--- src/rtl/seq_alu.sv ---
// Sequential ALU: single-cycle arithmetic/logic ops, iterative SHL_N and optional shift-add MUL.
// The multiplier (opcode 11) is built only when SEQ_ALU_MUL_EN is defined.
module seq_alu #(
  parameter int unsigned BUS_WIDTH          = 8,
  parameter int unsigned MUL_CYCLES_PER_BIT = 1
) (
  input  logic                 clk,
  input  logic                 rst_n,
  input  logic [BUS_WIDTH-1:0] a,
  input  logic [BUS_WIDTH-1:0] b,
  input  logic                 carry_in,
  input  logic [3:0]           opcode,
  input  logic                 in_valid,
  output logic                 in_ready,
  output logic [BUS_WIDTH-1:0] y,
  output logic                 carry_out,
  output logic                 borrow,
  output logic                 zero,
  output logic                 parity,
  output logic                 invalid_op,
  output logic                 out_valid,
  input  logic                 out_ready
);

  localparam int unsigned ShW = $clog2(BUS_WIDTH);

  localparam logic [3:0] OpAdd      = 4'd1;
  localparam logic [3:0] OpAddCarry = 4'd2;
  localparam logic [3:0] OpSub      = 4'd3;
  localparam logic [3:0] OpInc      = 4'd4;
  localparam logic [3:0] OpDec      = 4'd5;
  localparam logic [3:0] OpAnd      = 4'd6;
  localparam logic [3:0] OpNot      = 4'd7;
  localparam logic [3:0] OpRol      = 4'd8;
  localparam logic [3:0] OpRor      = 4'd9;
  localparam logic [3:0] OpShl      = 4'd10;
`ifdef SEQ_ALU_MUL_EN
  localparam logic [3:0] OpMul      = 4'd11;
  localparam logic       PhaseLast  = 1'(MUL_CYCLES_PER_BIT - 1);
`endif

  typedef enum logic [1:0] {StIdle, StBusy, StDone} state_e;

  state_e               state_q;
  logic [3:0]           op_q;
  logic [ShW-1:0]       cnt_q;
  logic [BUS_WIDTH-1:0] sh_q;

  logic [BUS_WIDTH-1:0] quick_y;
  logic                 quick_c;
  logic                 quick_b;
  logic                 quick_inv;
  logic [ShW-1:0]       shl_cnt;

`ifdef SEQ_ALU_MUL_EN
  logic [2*BUS_WIDTH-1:0] acc_q;
  logic [2*BUS_WIDTH-1:0] mcand_q;
  logic [BUS_WIDTH-1:0]   mplier_q;
  logic                   phase_q;
  logic [2*BUS_WIDTH-1:0] acc_next;

  always_comb begin
    acc_next = acc_q;
    if (mplier_q[0]) acc_next = acc_q + mcand_q;
  end
`endif

  assign shl_cnt  = b[ShW-1:0];
  assign in_ready = (state_q == StIdle);
  assign zero     = (y == '0);
  assign parity   = ^y;

  // Result of every operation that retires on the accept edge; a zero-count SHL_N is a pass-through.
  always_comb begin
    quick_y   = '0;
    quick_c   = 1'b0;
    quick_b   = 1'b0;
    quick_inv = 1'b0;
    case (opcode)
      OpAdd:      quick_y = a + b;
      OpAddCarry: {quick_c, quick_y} = {1'b0, a} + {1'b0, b} + {{BUS_WIDTH{1'b0}}, carry_in};
      OpSub:      {quick_b, quick_y} = {1'b0, a} - {1'b0, b};
      OpInc:      {quick_c, quick_y} = {1'b0, a} + {{BUS_WIDTH{1'b0}}, 1'b1};
      OpDec:      {quick_b, quick_y} = {1'b0, a} - {{BUS_WIDTH{1'b0}}, 1'b1};
      OpAnd:      quick_y = a & b;
      OpNot:      quick_y = ~a;
      OpRol:      quick_y = {a[BUS_WIDTH-2:0], a[BUS_WIDTH-1]};
      OpRor:      quick_y = {a[0], a[BUS_WIDTH-1:1]};
      OpShl:      quick_y = a;
`ifdef SEQ_ALU_MUL_EN
      OpMul:      quick_y = '0;
`endif
      default:    quick_inv = 1'b1;
    endcase
  end

  always_ff @(posedge clk) begin
    if (!rst_n) begin
      state_q    <= StIdle;
      op_q       <= '0;
      cnt_q      <= '0;
      sh_q       <= '0;
      y          <= '0;
      carry_out  <= 1'b0;
      borrow     <= 1'b0;
      invalid_op <= 1'b0;
      out_valid  <= 1'b0;
`ifdef SEQ_ALU_MUL_EN
      acc_q      <= '0;
      mcand_q    <= '0;
      mplier_q   <= '0;
      phase_q    <= 1'b0;
`endif
    end else begin
      case (state_q)
        StIdle: begin
          if (in_valid) begin
            op_q <= opcode;
            if (opcode == OpShl && shl_cnt != '0) begin
              state_q <= StBusy;
              sh_q    <= a;
              cnt_q   <= shl_cnt;
`ifdef SEQ_ALU_MUL_EN
            end else if (opcode == OpMul) begin
              state_q  <= StBusy;
              acc_q    <= '0;
              mcand_q  <= {{BUS_WIDTH{1'b0}}, a};
              mplier_q <= b;
              cnt_q    <= ShW'(BUS_WIDTH - 1);
              phase_q  <= 1'b0;
`endif
            end else begin
              state_q    <= StDone;
              y          <= quick_y;
              carry_out  <= quick_c;
              borrow     <= quick_b;
              invalid_op <= quick_inv;
              out_valid  <= 1'b1;
            end
          end
        end
        StBusy: begin
          case (op_q)
            OpShl: begin
              sh_q <= {sh_q[BUS_WIDTH-2:0], 1'b0};
              if (cnt_q == ShW'(1)) begin
                state_q    <= StDone;
                y          <= {sh_q[BUS_WIDTH-2:0], 1'b0};
                carry_out  <= sh_q[BUS_WIDTH-1];
                borrow     <= 1'b0;
                invalid_op <= 1'b0;
                out_valid  <= 1'b1;
              end else begin
                cnt_q <= cnt_q - ShW'(1);
              end
            end
`ifdef SEQ_ALU_MUL_EN
            OpMul: begin
              // One multiplier bit is consumed on the last phase of each bit slot.
              if (phase_q == PhaseLast) begin
                phase_q  <= 1'b0;
                acc_q    <= acc_next;
                mcand_q  <= {mcand_q[2*BUS_WIDTH-2:0], 1'b0};
                mplier_q <= {1'b0, mplier_q[BUS_WIDTH-1:1]};
                if (cnt_q == '0) begin
                  state_q    <= StDone;
                  y          <= acc_next[BUS_WIDTH-1:0];
                  carry_out  <= |acc_next[2*BUS_WIDTH-1:BUS_WIDTH];
                  borrow     <= 1'b0;
                  invalid_op <= 1'b0;
                  out_valid  <= 1'b1;
                end else begin
                  cnt_q <= cnt_q - ShW'(1);
                end
              end else begin
                phase_q <= phase_q + 1'b1;
              end
            end
`endif
            default: state_q <= StIdle;
          endcase
        end
        StDone: begin
          if (out_ready) begin
            state_q   <= StIdle;
            out_valid <= 1'b0;
          end
        end
        default: state_q <= StIdle;
      endcase
    end
  end

endmodule

--- config.mk ---
export PLATFORM = sky130hd
export DESIGN_NAME = seq_alu
export DESIGN_NICKNAME = d
export VERILOG_FILES = /design/src/rtl/seq_alu.sv
export SDC_FILE = /design/constraint.sdc
export NUM_CORES = 1
export LEC_CHECK = 0
export ABC_AREA = 1
export CORE_ASPECT_RATIO = 1.5
export CORE_MARGIN = 8
export CORE_UTILIZATION = 45
export CTS_CLUSTER_SIZE = 25
export DETAILED_ROUTE_END_ITERATION = 12
export DONT_BUFFER_PORTS = 1
export PLACE_DENSITY = 0.66
export SLEW_MARGIN = 30
export SYNTH_ARGS = -nofsm -noshare
export SYNTH_HDL_FRONTEND = slang
export SYNTH_SLANG_ARGS = --single-unit
--- constraint.sdc ---
create_clock -name clk -period 1.8 [get_ports clk]
set_input_delay 0.36 -clock clk [delete_from_list [all_inputs] [get_ports clk]]
set_output_delay 0.36 -clock clk [all_outputs]
set_load 0.005 [all_outputs]
Word level (Yosys, flattened, before mapping)

Index checks and enable logic that the tools add are counted.

Register bits: 29
Bits of input ports: 25
Output and inout bits: 15

Add/sub/neg operators: 7
Eq/ne operators: 22
Muxes and demuxes: 43
Bitwise logic cells: 2
Reductions and logical operators: 14

Operators with widths:

| cell                  | count |
|---|---|
| $pmux W8 S10          | 1 |
| $mux W8               | 7 |
| $pmux W8 S2           | 2 |
| $eq A4 B3 Y1 const B  | 4 |
| $eq A4 B4 Y1 const B  | 4 |
| $mux W1               | 16 |
| $mux W3               | 4 |
| $ne A2 B2 Y1 const B  | 6 |
| $mux W2               | 5 |
| $pmux W1 S2           | 5 |
| $reduce_and A5 Y1     | 2 |
| $reduce_or A10 Y1     | 1 |
| $add A8 B1 Y9 const B | 1 |
| $add A8 B8 Y9         | 1 |
| $add A9 B1 Y9         | 1 |
| $sub A8 B1 Y9 const B | 1 |
| $sub A8 B8 Y9         | 1 |
| $add A8 B8 Y8         | 1 |
| $and A8 B8 Y8         | 1 |
| $eq A4 B2 Y1 const B  | 2 |
| $logic_not A8 Y1      | 1 |
| $not A8 Y8            | 1 |
| $reduce_xor A8 Y1     | 1 |
| $pmux W2 S3           | 1 |
| 17 further kinds      | 18 |

Logic depth before layout (Yosys ltp)

Depth after elaboration: 6
Depth in mapped cells: 15

Worst setup path after synthesis

Ideal clock, no wire load.

Kind: input-to-reg
From: input a[0]
To: register borrow
Setup time: 0.070 ns
Arrival: 1.724 ns
Setup slack: 0.005 ns
Cell stages on the path: 13
Cells stage by stage: inv_1 ha_1 inv_1 fa_1 nand3_1 nand2_1 nand2_1 nand2_1 nand2_1 nand2_1 a21oi_1 o21ai_0 a21oi_1

Longest elaborated chain between the ends: 5
Elaborated cells between the ends (all ways): 6

RTL lines:

| what                                                  | line   | text |
|---|---|---|
| start, declared                                       | 9      | `input logic [BUS_WIDTH-1:0] a,` |
| $sub A8 B1 Y9 / $sub A8 B8 Y9 (equally long branches) | 84, 82 |  |
| $pmux W1 S2 *                                         | 79     | `case (opcode)` |
| $mux W1 *                                             | 119    | `if (opcode == OpShl && shl_cnt != '0) begin` |
| $mux W1 *                                             | 117    | `if (in_valid) begin` |
| $pmux W1 S2 *                                         | 115    | `case (state_q)` |
| end signal, assigned                                  | 136    | `borrow <= quick_b;` |
| end, declared                                         | 17     | `output logic borrow,` |

Every way passes the cells marked *; elsewhere a longest branch is shown, timed or not. The select of a mux whose other input is x is not followed.
A chain may end at the register's enable or synchronous reset.

Final worst setup path

From: register y[3]
To: output parity

Longest elaborated chain between the ends: 1

RTL lines:

| what                   | line | text |
|---|---|---|
| start, declared        | 15   | `output logic [BUS_WIDTH-1:0] y,` |
| start signal, assigned | 134  | `y <= quick_y;` |
| start signal, assigned | 148  | `y <= {sh_q[BUS_WIDTH-2:0], 1'b0};` |
| $reduce_xor A8 Y1      | 71   | `assign parity = ^y;` |
| end, declared          | 19   | `output logic parity,` |

Every way passes these cells.

==> reports/results.txt <==
Status: completed
Via count: 3,706
Starting Density: 0.463
Reg2Reg Depth: 9
Slew @ Worst Pin: 0.535 ns
Post-route insts no fill: 645
Tcrit/Tclk final: 0.960
Routed len/inst: 16.9 um
Boundary Pins: 40
Fin area: 0.00368 mm2
Leak pwr: 1.76 nW
Initial antenna violation count: 0
Initial DRC count: 214
Final wirelength: 10.9 mm
Synth Register Bits: 29
# rows: 37
Die width: 84.5 um
Pins Over Slew Limit: 0
Critical R2R Capture: borrow
Placed inst area: 0.00352 mm2
Root Driver: clkbuf_8
Post-Syn Nets: 581
Setup ws final: 0.0717 ns
Post-Place Setup Slack: -0.189 ns
Input/output buffers: 0
Worst path slowest cell: dfxtp_2
Yosys warnings: 0
Minimum clock period: 1.73 ns
Hold_buf cts: 0
H-Tree Depth: 2
CTS buffer count: 5
Final hold viol count: 0
Worst-path cell chain: inv_1 -> ha_1 -> xor2_1 -> xnor2_1
Pre-antenna DRT Iters: 4
DIE AREA: 0.0100 mm2
Hold Startpoint: rst_n
Mapped Cells: 527
Clock latency on the worst-skew pair: 0.28 ns
Max-cap violations: 0
GP Congestion: 0.960
Worst setup SP type: flip-flop
Mapped Area: 0.00317 mm2
Slew headroom: 0.643
RSZ-0062 raised after global routing: true
Pwr Density: 620 mW/mm2
Largest cells by area after synthesis: dfxtp_1 (18%), nand2_1 (16%), ha_1 (9.9%)
Required time worst endpoint: 1.44 ns
Post-DP HPWL: 9.03 mm
Cell count after placement: 636
Layout cells sized above 1: 0.150
Reg2Reg Setup Slack: 0.14 ns
Total power: 2.28 mW
R2R Path Start: state_q[1]
CP Launch Point: y[3]
Antenna cells: 0
Final setup violation count: 0
Syn-to-layout area delta: 16.0%
Worst path max stage delay: 0.37 ns
Final net count: 620
Core box area: 0.00685 mm2
Sequential-to-total area share from yosys stat: 0.183
Setup TNS: 0 ns
First-pass GRT wire length: 17.7 mm
Total track usage: 0.218
F_max: 579 MHz
Worst Hold Class: in2reg
Synth area leader: dfxtp_1
Maximum clock path buffer count: 2
Die height: 119 um
TritonCTS clock tree: done
Largest net degree at the start of global routing: 19
Setup crit end kind: primary output
Final core occ: 0.537
Clk_skew: 0.00607 ns
CTS sink cnt: 29
CP arrival: 1.37 ns
Vias in the first global route: 3,654
Setup Crit Path Kind: reg2out
WHS: 0.210 ns
Top-area cell type share of the netlist area: 0.183
Max IR drop VDD: 0.363 mV
Vias per cell: 5.75
Crit path to: parity
Post-synthesis cell type count: 36
Mean Syn Cell Area: 6.01 um2
CTS clk-pin slew, worst paths: 0.06 ns
Gr ovfl total: 0
Crit path max fanout: 3
Residual DRC: 0
Routed Antenna Nets: 0
-- kinds of logic (layout without fill, tap and decap cells) --
| family | after synthesis | after routing | synth area share |
|---|---|---|---|
| flops | 29 | 29 | 0.183 |
| xor+xnor | 5 | 5 | 0.0138 |
| fa+ha+maj | 29 | 29 | 0.124 |
| simple gates | 256 | 256 | 0.360 |
| compound gates | 115 | 115 | 0.201 |
| buf+inv | 93 | 133 | 0.118 |
-- registers in the layout, summed over array words and instances (netlist names) --
name,cells
borrow,1
carry_out,1
cnt_q,3
invalid_op,1
op_q,4
out_valid,1
sh_q,8
state_q,2
y,8
-- Yosys cell counts --
library cell,number
o21ai_1,8
and2_1,1
nand2_4,1
o31ai_1,1
xor2_1,2
nor3_2,1
a21oi_1,40
o2111ai_1,2
nor2_1,44
a221oi_1,2
a31oi_1,10
o21bai_1,1
inv_1,70
buf_1,1
nand4_1,12
o22ai_1,12
o21ai_0,33
xnor2_1,3
clkinv_1,1
or2_2,1
nor2_4,5
dfxtp_1,29
nand3_4,1
ha_1,25
nand2_1,134
nand3b_1,2
buf_6,2
nor3_1,3
a211oi_1,3
clkbuf_1,3
buf_2,7
o211ai_1,3
fa_1,4
nor2_2,4
nand3_1,47
inv_2,9
-- worst min-delay path by stage --
stage	slack [ns]	depth (start not counted)	to
2_1_floorplan	0.46	2	sh_q[4]
3_3_place_gp	0.48	2	sh_q[0]
3_5_place_dp	0.48	2	sh_q[0]
4_1_cts	0.20	2	sh_q[2]
5_1_grt	0.20	2	cnt_q[0]
6_report	0.21	2	y[6]
-- power by group --
part / switching [mW] / leakage (nW) / internal (mW)
Sequential: 0.0430 / 0.240 / 0.704
Combinational: 0.498 / 1.46 / 0.338
Clock: 0.246 / 0.0585 / 0.451
-- metal layers --
layer	GRT usage	vias to the layer above	routed length, um
li1	-	1826	-
met1	0.227	1723	4220
met2	0.388	119	5450
met3	0.0354	38	555
met4	0.155	0	663
met5	0	-	0
-- layout by cell type (no fill, tap or decap), types with 9 or more instances in the layout --
master | netlist | final
o21ai_0 | 33 | 31
nand4_1 | 12 | 12
inv_2 | 9 | 9
o21ai_1 | 8 | 10
buf_4 | 0 | 44
inv_1 | 70 | 70
nand3_1 | 47 | 47
nor2_1 | 44 | 43
a31oi_1 | 10 | 10
nand2_1 | 134 | 133
a21oi_1 | 40 | 40
ha_1 | 25 | 24
dfxtp_1 | 29 | 24
o22ai_1 | 12 | 12
-- layout make-up --
cell class,count,area [um2]
clock buffers,7,86.3
clock inverters,1,30.0
fillers,742,3170
inverters,80,300
multi-input cells,405,2230
flip-flops and latches,29,587
well taps,78,97.6
repair buffers,45,342
-- critical path, delay by kind of cell (launching register included) --
family / cells / cell delay [ns]
xor+xnor: 2 / 0.39
fa+ha+maj: 1 / 0.28
buf+inv: 1 / 0.05
flops: 1 / 0.37
-- what timing repair did --
action | in CTS | in global routing
endpoints found under the setup margin | 0 | 7
resized for setup | 0 | 14
setup buffers | 0 | 1
Power figures use the tool's default switching activity.
